$ cat config.mk
export PLATFORM = sky130hd
export DESIGN_NAME = uart_tx_serializer_flat
export DESIGN_NICKNAME = d
export VERILOG_FILES = /design/src/rtl/uart_tx_serializer_if.sv /design/src/rtl/uart_tx_serializer.sv /design/src/flat_wrapper.sv
export SDC_FILE = /design/constraint.sdc
export NUM_CORES = 1
export LEC_CHECK = 0
export CORE_ASPECT_RATIO = 2
export CORE_UTILIZATION = 59
export CTS_CLUSTER_SIZE = 30
export DETAILED_ROUTE_END_ITERATION = 10
export PLACE_DENSITY = 0.84
export SETUP_SLACK_MARGIN = 0.02
export SLEW_MARGIN = 20
export SYNTH_ARGS = -nofsm -noshare
export SYNTH_HDL_FRONTEND = slang
export SYNTH_SLANG_ARGS = --single-unit
$ cat constraint.sdc
create_clock -name clk -period 4.28 [get_ports clk]
set_input_delay 0.856 -clock clk [delete_from_list [all_inputs] [get_ports clk]]
set_output_delay 0.856 -clock clk [all_outputs]
set_load 0.02 [all_outputs]
$ cat src/rtl/uart_tx_serializer_if.sv
// Line-transmit handshake between the upstream message memory and the UART serializer.
// master = upstream/driver side, slave = serializer side.
interface uart_tx_serializer_if;
  logic       iTX_START;
  logic [7:0] iTX_DATA;
  logic       oTX_REQ;
  logic       oFINISH;
  logic       oTX;
  logic       oBUSY;
  logic [5:0] oBYTE_CNT;

  modport master (
    output iTX_START, iTX_DATA,
    input  oTX_REQ, oFINISH, oTX, oBUSY, oBYTE_CNT
  );

  modport slave (
    input  iTX_START, iTX_DATA,
    output oTX_REQ, oFINISH, oTX, oBUSY, oBYTE_CNT
  );
endinterface

$ cat src/rtl/uart_tx_serializer.sv
// Fetches LINE_BYTES bytes from upstream memory and sends each as an 8N1 UART frame.
// Define TX_PARITY_EN to insert an even-parity bit between data and stop (8E1).
module uart_tx_serializer #(
  parameter int CLKS_PER_BIT = 434,
  parameter int LINE_BYTES   = 35,
  parameter int FETCH_WAIT   = 2
) (
  input  logic clk,
  input  logic reset,
  uart_tx_serializer_if.slave bus
);
  localparam int BW = (CLKS_PER_BIT > 1) ? $clog2(CLKS_PER_BIT) : 1;
  localparam int WW = (FETCH_WAIT > 1) ? $clog2(FETCH_WAIT) : 1;

`ifdef TX_PARITY_EN
  typedef enum logic [2:0] {S_IDLE, S_FETCH, S_WAIT, S_START, S_DATA, S_PARITY, S_STOP, S_DONE} state_t;
`else
  typedef enum logic [2:0] {S_IDLE, S_FETCH, S_WAIT, S_START, S_DATA, S_STOP, S_DONE} state_t;
`endif

  state_t          r_state, w_next;
  logic            r_start_d;
  logic [BW-1:0]   r_baud;
  logic [2:0]      r_bit;
  logic [WW-1:0]   r_wait;
  logic [7:0]      r_shift;
  logic [5:0]      r_cnt;
  logic            r_tx;
  logic            w_tx_nxt;
  logic            w_rise, w_baud_last, w_wait_last, w_line_end, w_in_frame;
  logic [2:0]      w_bit_nxt;

  assign w_rise      = bus.iTX_START & ~r_start_d;
  assign w_baud_last = (r_baud == BW'(CLKS_PER_BIT - 1));
  assign w_wait_last = (r_wait == WW'(FETCH_WAIT - 1));
  // Dropping iTX_START is only honoured at a byte boundary, so a frame is never cut short.
  assign w_line_end  = ((r_cnt + 6'd1) == 6'(LINE_BYTES)) || !bus.iTX_START;
`ifdef TX_PARITY_EN
  assign w_in_frame  = (r_state == S_START) || (r_state == S_DATA) ||
                       (r_state == S_PARITY) || (r_state == S_STOP);
`else
  assign w_in_frame  = (r_state == S_START) || (r_state == S_DATA) || (r_state == S_STOP);
`endif

  always_ff @(posedge clk or posedge reset) begin
    if (reset) r_state <= S_IDLE;
    else       r_state <= w_next;
  end

  always_comb begin
    w_next    = r_state;
    w_tx_nxt  = 1'b1;
    w_bit_nxt = (r_state == S_DATA && w_baud_last) ? r_bit + 3'd1 : r_bit;
    case (r_state)
      S_IDLE:   if (w_rise) w_next = S_FETCH;
      S_FETCH:  w_next = S_WAIT;
      S_WAIT:   if (w_wait_last) w_next = S_START;
      S_START:  if (w_baud_last) w_next = S_DATA;
`ifdef TX_PARITY_EN
      S_DATA:   if (w_baud_last && r_bit == 3'd7) w_next = S_PARITY;
      S_PARITY: if (w_baud_last) w_next = S_STOP;
`else
      S_DATA:   if (w_baud_last && r_bit == 3'd7) w_next = S_STOP;
`endif
      S_STOP:   if (w_baud_last) w_next = w_line_end ? S_DONE : S_FETCH;
      S_DONE:   w_next = S_IDLE;
      default:  w_next = S_IDLE;
    endcase
    // Line level is derived from the next state so oTX can be a plain flop.
    case (w_next)
      S_START:  w_tx_nxt = 1'b0;
      S_DATA:   w_tx_nxt = r_shift[w_bit_nxt];
`ifdef TX_PARITY_EN
      S_PARITY: w_tx_nxt = ^r_shift;
`endif
      default:  w_tx_nxt = 1'b1;
    endcase
  end

  always_ff @(posedge clk or posedge reset) begin
    if (reset) begin
      r_start_d <= 1'b1;  // a start already high at release is not a rising edge
      r_baud    <= '0;
      r_bit     <= '0;
      r_wait    <= '0;
      r_shift   <= '0;
      r_cnt     <= '0;
      r_tx      <= 1'b1;
    end else begin
      r_start_d <= bus.iTX_START;
      r_tx      <= w_tx_nxt;
      r_baud    <= (w_in_frame && !w_baud_last) ? r_baud + BW'(1) : '0;
      r_wait    <= (r_state == S_WAIT && !w_wait_last) ? r_wait + WW'(1) : '0;
      if (r_state == S_DATA && w_baud_last) r_bit <= r_bit + 3'd1;
      if (r_state == S_WAIT && w_wait_last) r_shift <= bus.iTX_DATA;
      if (r_state == S_IDLE && w_rise) r_cnt <= '0;
      else if (r_state == S_STOP && w_baud_last) r_cnt <= r_cnt + 6'd1;
    end
  end

  assign bus.oTX       = r_tx;
  assign bus.oTX_REQ   = (r_state == S_FETCH);
  assign bus.oFINISH   = (r_state == S_DONE);
  assign bus.oBUSY     = (r_state != S_IDLE);
  assign bus.oBYTE_CNT = r_cnt;
endmodule

$ cat src/flat_wrapper.sv
// flat-port wrapper written by rule: the top's interface ports become plain ports
module uart_tx_serializer_flat 
#(
  parameter int CLKS_PER_BIT = 434,
  parameter int LINE_BYTES   = 35,
  parameter int FETCH_WAIT   = 2
)
  (clk, reset, bus_iTX_START, bus_iTX_DATA, bus_oTX_REQ, bus_oFINISH, bus_oTX, bus_oBUSY, bus_oBYTE_CNT);
  uart_tx_serializer_if bus_i ();
  input  logic clk;
  input  logic reset;
  input wire logic [$bits(bus_i.iTX_START)-1:0] bus_iTX_START;
  input wire logic [$bits(bus_i.iTX_DATA)-1:0] bus_iTX_DATA;
  output wire logic [$bits(bus_i.oTX_REQ)-1:0] bus_oTX_REQ;
  output wire logic [$bits(bus_i.oFINISH)-1:0] bus_oFINISH;
  output wire logic [$bits(bus_i.oTX)-1:0] bus_oTX;
  output wire logic [$bits(bus_i.oBUSY)-1:0] bus_oBUSY;
  output wire logic [$bits(bus_i.oBYTE_CNT)-1:0] bus_oBYTE_CNT;
  assign bus_i.iTX_START = bus_iTX_START;
  assign bus_i.iTX_DATA = bus_iTX_DATA;
  assign bus_oTX_REQ = bus_i.oTX_REQ;
  assign bus_oFINISH = bus_i.oFINISH;
  assign bus_oTX = bus_i.oTX;
  assign bus_oBUSY = bus_i.oBUSY;
  assign bus_oBYTE_CNT = bus_i.oBYTE_CNT;
  uart_tx_serializer #(.CLKS_PER_BIT(CLKS_PER_BIT), .LINE_BYTES(LINE_BYTES), .FETCH_WAIT(FETCH_WAIT)) u_core (.clk(clk), .reset(reset), .bus(bus_i));
endmodule
==> flow_metrics.py, run 1 <==
metrics = {
    "outcome": {
        "status": "finished, final reports clean",
    },
    "critical_path": {
        "critPathArrivalTime_ns": 1.88,
        "start_kind": "register",
        "worstSetupPathType": "register to primary output",
        "reg2reg_depth": 7,
        "cp-end-kind": "primary output",
        "required_ns": 3.42,
        "worst_path_max_delay_cell": "clkdlybuf4s50_1",
        "r2r_start": "u_core.r_bit[0]$_DFF_PP0_",
        "r2r_slack_ns": 1.94,
        "regToRegEndpoint": "u_core.bus.oTX$_DFF_PP1_",
        "path_cells": "inv_1 -> nor3_1 -> clkdlybuf4s50_1",
        "crit_path_max_incr_delay_ns": 0.62,
        "path_buf_inv": 2,
        "path_max_fanout": 12,
        "cp_top_family": "buffers and inverters",
    },
    "sta": {
        "fin_ws_ns": 1.54,
        "skew_ns": 0.00969,
        "post-route-period-util_pct": 64.0,
        "grt_setup_unrepaired": "no",
        "timing.slew.headroom_pct": 73.1,
        "tns_ns": 0,
        "period_needed_ns": 2.74,
        "finalSetupViolCount": 0,
        "drv_slew": 0,
        "hold_viol": 0,
        "fmax_mhz": 365,
        "worstMarginPinSlew_ns": 0.404,
    },
    "routing": {
        "dr.pass1.iters": 4,
        "post-route-drc-count": 0,
        "antenna_left": 0,
        "vias": 1321,
        "wl_per_cell_um": 15.4,
        "totalWireLength_um": 3300,
        "vias_per_cell": 6.17,
        "first_iter_violations": 44,
    },
    "finish": {
        "fin_nets": 202,
        "antennaDiodeCount": 0,
        "layout-drive-gt1-share_pct": 16.8,
        "area_growth_pct": 17.3,
        "post-route-util_pct": 73.5,
        "fillCellCount": 195,
        "seq_area_um2": 803,
        "multi_input_area_um2": 873,
    },
    "synthesis": {
        "ys_ff_latch": 32,
        "ys.flop_type": "dfrtp_1",
        "ys_seq_area_share_pct": 46.3,
        "synth.area.top_cells": "dfrtp_1 43%, mux2_2 5.2%, mux4_2 5.2%",
        "synth_top_cell_area_share_pct": 43.3,
        "syn-instance-count": 162,
        "syn_nets": 179,
        "yosysMostFrequentCell": "dfrtp_1",
        "synthTopCellsByCount": "30 x dfrtp_1, 18 x nor2_1, 12 x nand3_1",
        "synthArstFlopShare_pct": 100,
        "synth-edff-count": 0,
        "ys_types": 43,
        "ys_warn_count": 0,
        "synth_top_cell_by_area": "dfrtp_1",
        "syn-cell-area_um2": 1740,
        "synth.avg_cell_area_um2": 10.7,
    },
    "place": {
        "dp_slack_ns": 1.87,
        "routabilityCongestion": 0.800,
        "hpwl_um": 2490,
        "port_buffers": 20,
    },
    "hold_path": {
        "min_to": "u_core.r_wait$_DFF_PP0_",
        "hold_depth": 1,
        "hold_path_class": "register to register",
        "hp-start": "u_core.r_wait$_DFF_PP0_",
    },
    "floorplanning": {
        "fp.coreArea_um2": 2770,
        "rows": 27,
        "initial_core_util_pct": 62.6,
        "die_w_um": 40.4,
        "num_io_pins": 21,
        "die-area_um2": 3180,
        "die_h_um": 78.7,
    },
    "clock_network": {
        "post_cts_buffers": 0,
        "clockBufferDepth": 2,
        "worstSkewPairLatency_ns": 0.29,
        "cts_resized": 0,
        "cts_sinks": 32,
        "h-tree-depth": 2,
        "cts_hold_buf": 0,
        "cts_root_buffer": "clkbuf_8",
        "cts_buffers": 5,
        "cts_tree": "yes",
        "clkSlewWorstSetupHoldPaths_ns": 0.07,
    },
    "grt": {
        "grt_max_degree": 33,
        "grt_pass1_vias": 1286,
        "grt_antenna_before_repair": 0,
        "grt_pass1_wl_um": 5520,
        "grt_usage_pct": 25.3,
        "grt_overflow": 0,
    },
    "job": {
        "drv_cap": 0,
    },
    "power": {
        "power_density_nw_per_um2": 265,
        "irDropWorstVdd_mv": 0.299,
        "p_leak_nw": 0.928,
        "power_mw": 0.539,
    },
}
registers in the layout (all words and copies together) (netlist names):
register / flops
u_core.r_wait: 1
u_core.r_baud: 9
u_core.r_shift: 8
u_core.r_bit: 3
u_core.bus.oBYTE_CNT: 6
u_core.bus.oTX: 1
u_core.r_start_d: 1
u_core.r_state: 3
per-layer routing:
metal	GRT usage [%]	routed length [um]	vias up
met1	26.8	1210	658
met5	0	0	-
met2	44.3	1900	38
met3	6.15	114	8
li1	-	-	617
met4	9.33	78	0
logic make-up (layout without fill, tap and decap cells):
family	after synthesis	in the layout	share of synthesized area, %
and+or+nand+nor	57	57	18.2
muxes	14	14	11.7
xor gates and xnor gates	10	10	5.05
adders and majority gates	6	6	4.33
AOI/OAI and AO/OA	29	29	11.1
buffers and inverters	14	37	3.39
DFF	32	32	46.3
worst reg2reg max path: stages, from the launching register on:
cell     delay [ns]
dfrtp_1        0.49
ha_1           0.25
ha_1           0.33
mux4_2         0.51
nor2b_1        0.14
a211o_1        0.26
a21oi_1        0.14
a31oi_1        0.12
final cells by class:
type,instances,share of cell area [%]
timing repair buffer,22,10.6
tap,29,1.78
inverter,8,1.48
sequential,32,39.5
clock inverter,1,0.246
clock buffer,6,3.56
multi-input combinational,116,42.9
per-stage QoR:
step,hold WS [ns],area (um^2),instances
detailed placement,0.452,1960,207
floorplan,0.417,1740,162
global placement,0.435,1960,207
CTS,0.461,2040,214
finish,0.477,2040,214
global route,0.509,2040,214
report_power, final:
| group | total (mW) | leakage (nW) | internal [mW] | switching [mW] |
|---|---|---|---|---|
| clock | 0.219 | 0.0410 | 0.110 | 0.108 |
| combinational | 0.0167 | 0.503 | 0.00921 | 0.00747 |
| sequential | 0.303 | 0.384 | 0.303 | 0.000124 |
layout by cell type, fill, tap and decap left out, types with 2 or more instances in the layout:
cell type        instances
mux4_2                   4
mux2_2                   8
dfstp_2                  2
xor2_1                   3
dfrtp_1                 30
nand2_1                  6
nand2b_1                 3
nand4_1                  2
nor2b_1                  3
mux2_1                   2
a211o_1                  2
ha_1                     6
nor3_1                   2
clkdlybuf4s50_1         20
buf_4                    2
a21oi_1                  4
clkbuf_8                 5
o21ai_1                  5
nand3_1                 12
inv_1                    8
a31oi_1                  3
and3_1                   2
xnor2_1                  7
nor2_1                  18
o21ai_0                  6
worst max path at each step:
stage | from | end | slack [ns] | depth (start not counted)
global route | u_core.r_state[0]$_DFF_PP0_ | bus_oTX_REQ | 1.41 | 3
global placement | u_core.r_state[0]$_DFF_PP0_ | bus_oTX_REQ | 1.92 | 3
CTS | u_core.r_state[0]$_DFF_PP0_ | bus_oTX_REQ | 1.56 | 3
detailed placement | u_core.r_state[0]$_DFF_PP0_ | bus_oTX_REQ | 1.87 | 3
finish | u_core.r_state[0]$_DFF_PP0_ | bus_oTX_REQ | 1.54 | 3
floorplan | u_core.r_bit[1]$_DFF_PP0_ | u_core.bus.oTX$_DFF_PP1_ | 2.20 | 7
(Power assumes the default switching activity.)
==> run 2: changes to the inputs <==
--- a/config.mk
+++ b/config.mk
@@ -6,10 +6,10 @@
 export NUM_CORES = 1
 export LEC_CHECK = 0
 export CORE_ASPECT_RATIO = 2
-export CORE_UTILIZATION = 59
+export CORE_UTILIZATION = 49
 export CTS_CLUSTER_SIZE = 30
 export DETAILED_ROUTE_END_ITERATION = 10
-export PLACE_DENSITY = 0.84
+export PLACE_DENSITY = 0.74
 export SETUP_SLACK_MARGIN = 0.02
 export SLEW_MARGIN = 20
 export SYNTH_ARGS = -nofsm -noshare
==> constraint.sdc (replaced) <==
create_clock -name clk -period 2.5 [get_ports clk]
set_input_delay 0.5 -clock clk [delete_from_list [all_inputs] [get_ports clk]]
set_output_delay 0.5 -clock clk [all_outputs]
set_load 0.02 [all_outputs]
==> flow_metrics.py, run 2 (synthesis gave the netlist of run 1 again) <==
metrics = {
    "grt": {
        "grt_antenna_before_repair": 0,
        "grt_pass1_vias": 1362,
        "grt_pass1_wl_um": 6130,
        "grt_usage_pct": 22.1,
        "grt_max_degree": 33,
        "grt_overflow": 0,
    },
    "floorplanning": {
        "die_w_um": 44.1,
        "num_io_pins": 21,
        "rows": 30,
        "die_h_um": 86.2,
        "die-area_um2": 3800,
        "initial_core_util_pct": 51.4,
        "fp.coreArea_um2": 3380,
    },
    "clock_network": {
        "cts_tree": "yes",
        "post_cts_buffers": 0,
        "cts_hold_buf": 0,
        "worstSkewPairLatency_ns": 0.29,
        "clkSlewWorstSetupHoldPaths_ns": 0.06,
        "cts_root_buffer": "clkbuf_8",
        "h-tree-depth": 2,
        "cts_resized": 0,
        "clockBufferDepth": 2,
        "cts_buffers": 5,
        "cts_sinks": 32,
    },
    "finish": {
        "largest_reg_flops": 9,
        "fin_nets": 203,
        "layout-drive-gt1-share_pct": 17.6,
        "fillCellCount": 279,
        "area_growth_pct": 19.7,
        "regMostFlops": "u_core.r_baud",
        "final_common_cell": "dfrtp_1",
        "layout_common_cells": "30 x dfrtp_1, 20 x clkdlybuf4s50_1, 18 x nor2_1",
        "post-route-util_pct": 61.5,
        "antennaDiodeCount": 0,
    },
    "job": {
        "drv_cap": 0,
    },
    "place": {
        "routabilityCongestion": 0.757,
        "hpwl_um": 2740,
        "port_buffers": 20,
    },
    "outcome": {
        "status": "finished with violations",
        "failed_checks": "design-rule violations",
    },
    "sta": {
        "post-route-period-util_pct": 92.2,
        "skew_ns": 0.00758,
        "drv_slew": 0,
        "hold_viol": 0,
        "tns_ns": 0,
        "grt_setup_unrepaired": "no",
        "period_needed_ns": 2.30,
        "worstMarginPinSlew_ns": 0.407,
        "fmax_mhz": 434,
        "finalSetupViolCount": 0,
        "timing.slew.headroom_pct": 72.9,
    },
    "power": {
        "irDropWorstVdd_mv": 0.464,
        "p_leak_nw": 0.946,
        "power_density_nw_per_um2": 498,
    },
    "routing": {
        "vias": 1272,
        "antenna_left": 0,
        "post-route-drc-count": 1,
        "vias_per_cell": 5.81,
        "wl_per_cell_um": 16.3,
        "dr.pass1.iters": 9,
        "first_iter_violations": 14,
        "totalWireLength_um": 3580,
    },
    "hold_path": {
        "hold_depth": 1,
        "min_to": "u_core.r_wait$_DFF_PP0_",
        "hp-start": "u_core.r_wait$_DFF_PP0_",
        "hold_path_class": "register to register",
    },
    "critical_path": {
        "start_kind": "register",
        "worst_path_max_delay_cell": "mux4_2",
        "regToRegEndpoint": "u_core.bus.oTX$_DFF_PP1_",
        "reg2reg_depth": 7,
        "r2r_slack_ns": 0.20,
        "critPathMostFrequentCell": "ha_1",
        "critPathArrivalTime_ns": 2.51,
        "r2r_start": "u_core.r_bit[0]$_DFF_PP0_",
        "critPathLaunch": "u_core.r_bit[0]$_DFF_PP0_",
        "path_cells": "ha_1 -> ha_1 -> mux4_2 -> nor2b_1 -> a211o_1 -> a21oi_1 -> a31oi_1",
        "required_ns": 2.71,
        "crit_path_max_incr_delay_ns": 0.50,
        "cp-end-kind": "register",
        "worstSetupPathType": "register to register",
        "path_max_fanout": 7,
    },
}
[run 2: cell count changes in the layout (fill, tap and decap cells not counted), sizes merged]
| cell | before | now |
|---|---|---|
| buf | 2 | 3 |
| bufinv | 0 | 1 |
[run 2: area by class of cell]
| cell class | count | area [um^2] | area share [%] |
|---|---|---|---|
| multi-input combinational | 116 | 873 | 42.0 |
| clock buffer | 6 | 72.6 | 3.49 |
| sequential | 32 | 803 | 38.7 |
| inverter | 8 | 30.0 | 1.45 |
| clock inverter | 2 | 35.0 | 1.69 |
| timing repair buffer | 23 | 223 | 10.7 |
| tap | 32 | 40.0 | 1.93 |
[run 2: power by group]
| group | switching (mW) | total (mW) | internal (mW) |
|---|---|---|---|
| sequential | 0.000268 | 0.520 | 0.519 |
| clock | 0.190 | 0.485 | 0.295 |
| combinational | 0.0132 | 0.0289 | 0.0158 |
| total | 0.203 | 1.03 | 0.830 |
[run 2: how the worst max path moves through the flow]
stage | end | slack [ns] | depth (start not counted)
6_report | u_core.bus.oTX$_DFF_PP1_ | 0.20 | 7
5_1_grt | u_core.bus.oTX$_DFF_PP1_ | 0.06 | 7
4_1_cts | u_core.bus.oTX$_DFF_PP1_ | 0.18 | 7
3_5_place_dp | u_core.bus.oTX$_DFF_PP1_ | 0.21 | 7
3_3_place_gp | u_core.bus.oTX$_DFF_PP1_ | 0.31 | 7
2_1_floorplan | u_core.bus.oTX$_DFF_PP1_ | 0.42 | 7
[run 2: worst max-delay path: cells and delay by family, from the launching register on]
kind / cells / cell delay [ns]
adder cells (fa/ha/maj): 2 / 0.60
flip-flops: 1 / 0.48
AND/OR/NAND/NOR: 1 / 0.14
multiplexers: 1 / 0.50
AO/OA/AOI/OAI: 3 / 0.50
[run 2: per-stage QoR]
stage | setup WS [ns] | power (mW) | area (um^2) | hold WS (ns) | std cells
2_1_floorplan | 0.422 | 0.538 | 1740 | 0.417 | 162
3_3_place_gp | 0.306 | 0.558 | 1970 | 0.439 | 211
3_5_place_dp | 0.205 | 0.559 | 1970 | 0.446 | 211
4_1_cts | 0.184 | 1.05 | 2080 | 0.456 | 219
5_1_grt | 0.0627 | 1.06 | 2080 | 0.487 | 219
6_report | 0.196 | 1.03 | 2080 | 0.453 | 219
[run 2: layer usage]
layer	GRT usage, %	wire, um	vias to the layer above
li1	-	-	623
met5	0	0	-
met1	21.8	1280	608
met2	41.0	2100	34
met3	4.00	110	7
met4	11.6	91	0
==> run 3: changes to the inputs <==
--- a/config.mk
+++ b/config.mk
@@ -10,6 +10,7 @@
 export CTS_CLUSTER_SIZE = 30
 export DETAILED_ROUTE_END_ITERATION = 10
 export PLACE_DENSITY = 0.74
+export REMOVE_ABC_BUFFERS = 1
 export SETUP_SLACK_MARGIN = 0.02
 export SLEW_MARGIN = 20
 export SYNTH_ARGS = -nofsm -noshare
==> flow_metrics.py, run 3 (synthesis gave the netlist of run 1 again) <==
metrics = {
    "routing": {
        "vias": 1313,
        "post-route-drc-count": 0,
        "dr.pass1.iters": 7,
        "wl_per_cell_um": 16.0,
        "totalWireLength_um": 3510,
        "vias_per_cell": 6.00,
        "first_iter_violations": 37,
        "antenna_left": 0,
    },
    "power": {
        "p_sw_share_pct": 21.0,
        "irDropWorstVdd_mv": 0.419,
        "p_switching_mw": 0.200,
        "pwr-share-comb_pct": 3.0,
        "p_seq_share_pct": 54.4,
        "p_leak_nw": 0.943,
        "power_mw": 0.955,
        "power_density_nw_per_um2": 463,
        "power_frac_clock_pct": 42.6,
        "intPower_mw": 0.754,
    },
    "critical_path": {
        "critPathArrivalTime_ns": 1.84,
        "crit_path_max_incr_delay_ns": 0.60,
        "reg2reg_depth": 7,
        "regToRegEndpoint": "u_core.bus.oTX$_DFF_PP1_",
        "r2r_start": "u_core.r_bit[1]$_DFF_PP0_",
        "worst_path_max_delay_cell": "clkdlybuf4s50_1",
        "start_kind": "register",
        "critPathLaunch": "u_core.r_state[0]$_DFF_PP0_",
        "cp-end-kind": "primary output",
        "worstSetupPathType": "register to primary output",
        "path_cells": "inv_1 -> and3_1 -> clkdlybuf4s50_1",
        "required_ns": 2.00,
        "path_max_fanout": 12,
        "r2r_slack_ns": 0.28,
    },
    "sta": {
        "skew_ns": 0.00775,
        "grt_setup_unrepaired": "no",
        "period_needed_ns": 2.34,
        "post-route-period-util_pct": 93.5,
        "tns_ns": 0,
        "fmax_mhz": 428,
        "timing.slew.headroom_pct": 70.9,
        "drv_slew": 0,
        "finalSetupViolCount": 0,
        "worstMarginPinSlew_ns": 0.436,
        "hold_viol": 0,
        "whs_ns": 0.494,
    },
    "clock_network": {
        "cts_hold_buf": 0,
        "h-tree-depth": 2,
        "cts_buffers": 5,
        "cts_sinks": 32,
        "clockBufferDepth": 2,
        "worstSkewPairLatency_ns": 0.28,
        "clkSlewWorstSetupHoldPaths_ns": 0.07,
        "cts_root_buffer": "clkbuf_8",
        "cts_tree": "yes",
    },
    "finish": {
        "antennaDiodeCount": 0,
        "layout-drive-gt1-share_pct": 18.7,
        "final_common_cell": "dfrtp_1",
        "fillCellCount": 290,
        "area_growth_pct": 18.9,
        "regMostFlops": "u_core.r_baud",
        "layout_common_cells": "29 x dfrtp_1, 20 x clkdlybuf4s50_1, 18 x nor2_1",
        "largest_reg_flops": 9,
        "fin_nets": 203,
        "fin_cells": 219,
    },
    "floorplanning": {
        "initial_core_util_pct": 51.4,
        "die-area_um2": 3800,
        "fp.coreArea_um2": 3380,
        "num_io_pins": 21,
        "rows": 30,
        "die_h_um": 86.2,
        "die_w_um": 44.1,
    },
    "place": {
        "routabilityCongestion": 0.826,
        "port_buffers": 20,
        "hpwl_um": 2590,
        "dp_cells": 211,
    },
    "hold_path": {
        "hp-start": "u_core.r_wait$_DFF_PP0_",
        "hold_path_class": "register to register",
        "hold_depth": 1,
        "min_to": "u_core.r_wait$_DFF_PP0_",
    },
    "grt": {
        "grt_usage_pct": 21.4,
        "grt_overflow": 0,
        "grt_pass1_wl_um": 6030,
        "grt_max_degree": 33,
        "grt_antenna_before_repair": 0,
        "grt_pass1_vias": 1374,
    },
    "outcome": {
        "status": "finished, final reports clean",
    },
    "job": {
        "drv_cap": 0,
    },
}
run 3: changes by cell type in the layout (fill, tap and decap cells not counted):
cell / delta
clkbuf_1: -1
dfrtp_2: +1
bufinv_16: -1
clkinv_2: +1
dfrtp_1: -1
clkbuf_8: +1
run 3: repair_timing:
item,4_1_cts,5_1_grt
setup buffers,0,0
resized for setup,0,1
endpoints found under the setup margin,0,2
run 3: critical path: cells and delay by family, from the launching register on:
family | cells | cell delay [ns]
buffers and inverters | 2 | 0.86
and+or+nand+nor | 1 | 0.20
DFF | 1 | 0.50
run 3: cell type report:
class	count	area, um^2	share of cell area [%]
Inverter	8	30.0	1.46
Clock buffer	6	82.6	4.00
Multi-Input combinational cell	116	873	42.3
Tap cell	32	40.0	1.94
Timing Repair Buffer	23	223	10.8
Clock inverter	2	10.0	0.485
Sequential cell	32	805	39.0
run 3: stage by stage:
step                      utilization (%)  worst slack (ns)  instance area, um^2
after floorplan                         -             0.269                 1710
after global placement               58.3             0.378                 1970
after detailed placement             58.3             0.296                 1970
after CTS                            61.0            0.0724                 2060
after global routing                 61.1            0.0868                 2060
final                                61.1             0.162                 2060
run 3: how the worst max path moves through the flow:
stage / endpoint
floorplan: u_core.bus.oBYTE_CNT[3]$_DFFE_PP0P_
global route: bus_oFINISH
finish: bus_oFINISH
CTS: bus_oTX_REQ
detailed placement: u_core.bus.oTX$_DFF_PP1_
global placement: u_core.bus.oTX$_DFF_PP1_
run 3: layer usage:
layer / vias to the layer above / GRT usage, % / part of all wire (%)
met4: 0 / 12.1 / 2.4
met5: - / 0 / 0
met1: 654 / 22.4 / 37
met2: 25 / 37.2 / 58
li1: 625 / - / -
met3: 9 / 4.84 / 2.4
run 3: power groups by stage:
stage          sequential [mW]  combinational [mW]  clock, mW
2_1_floorplan            0.529             0.00933          0
3_3_place_gp             0.529              0.0291          0
3_5_place_dp             0.529              0.0296          0
4_1_cts                  0.519              0.0298      0.418
5_1_grt                  0.519              0.0324      0.434
6_report                 0.520              0.0288      0.406
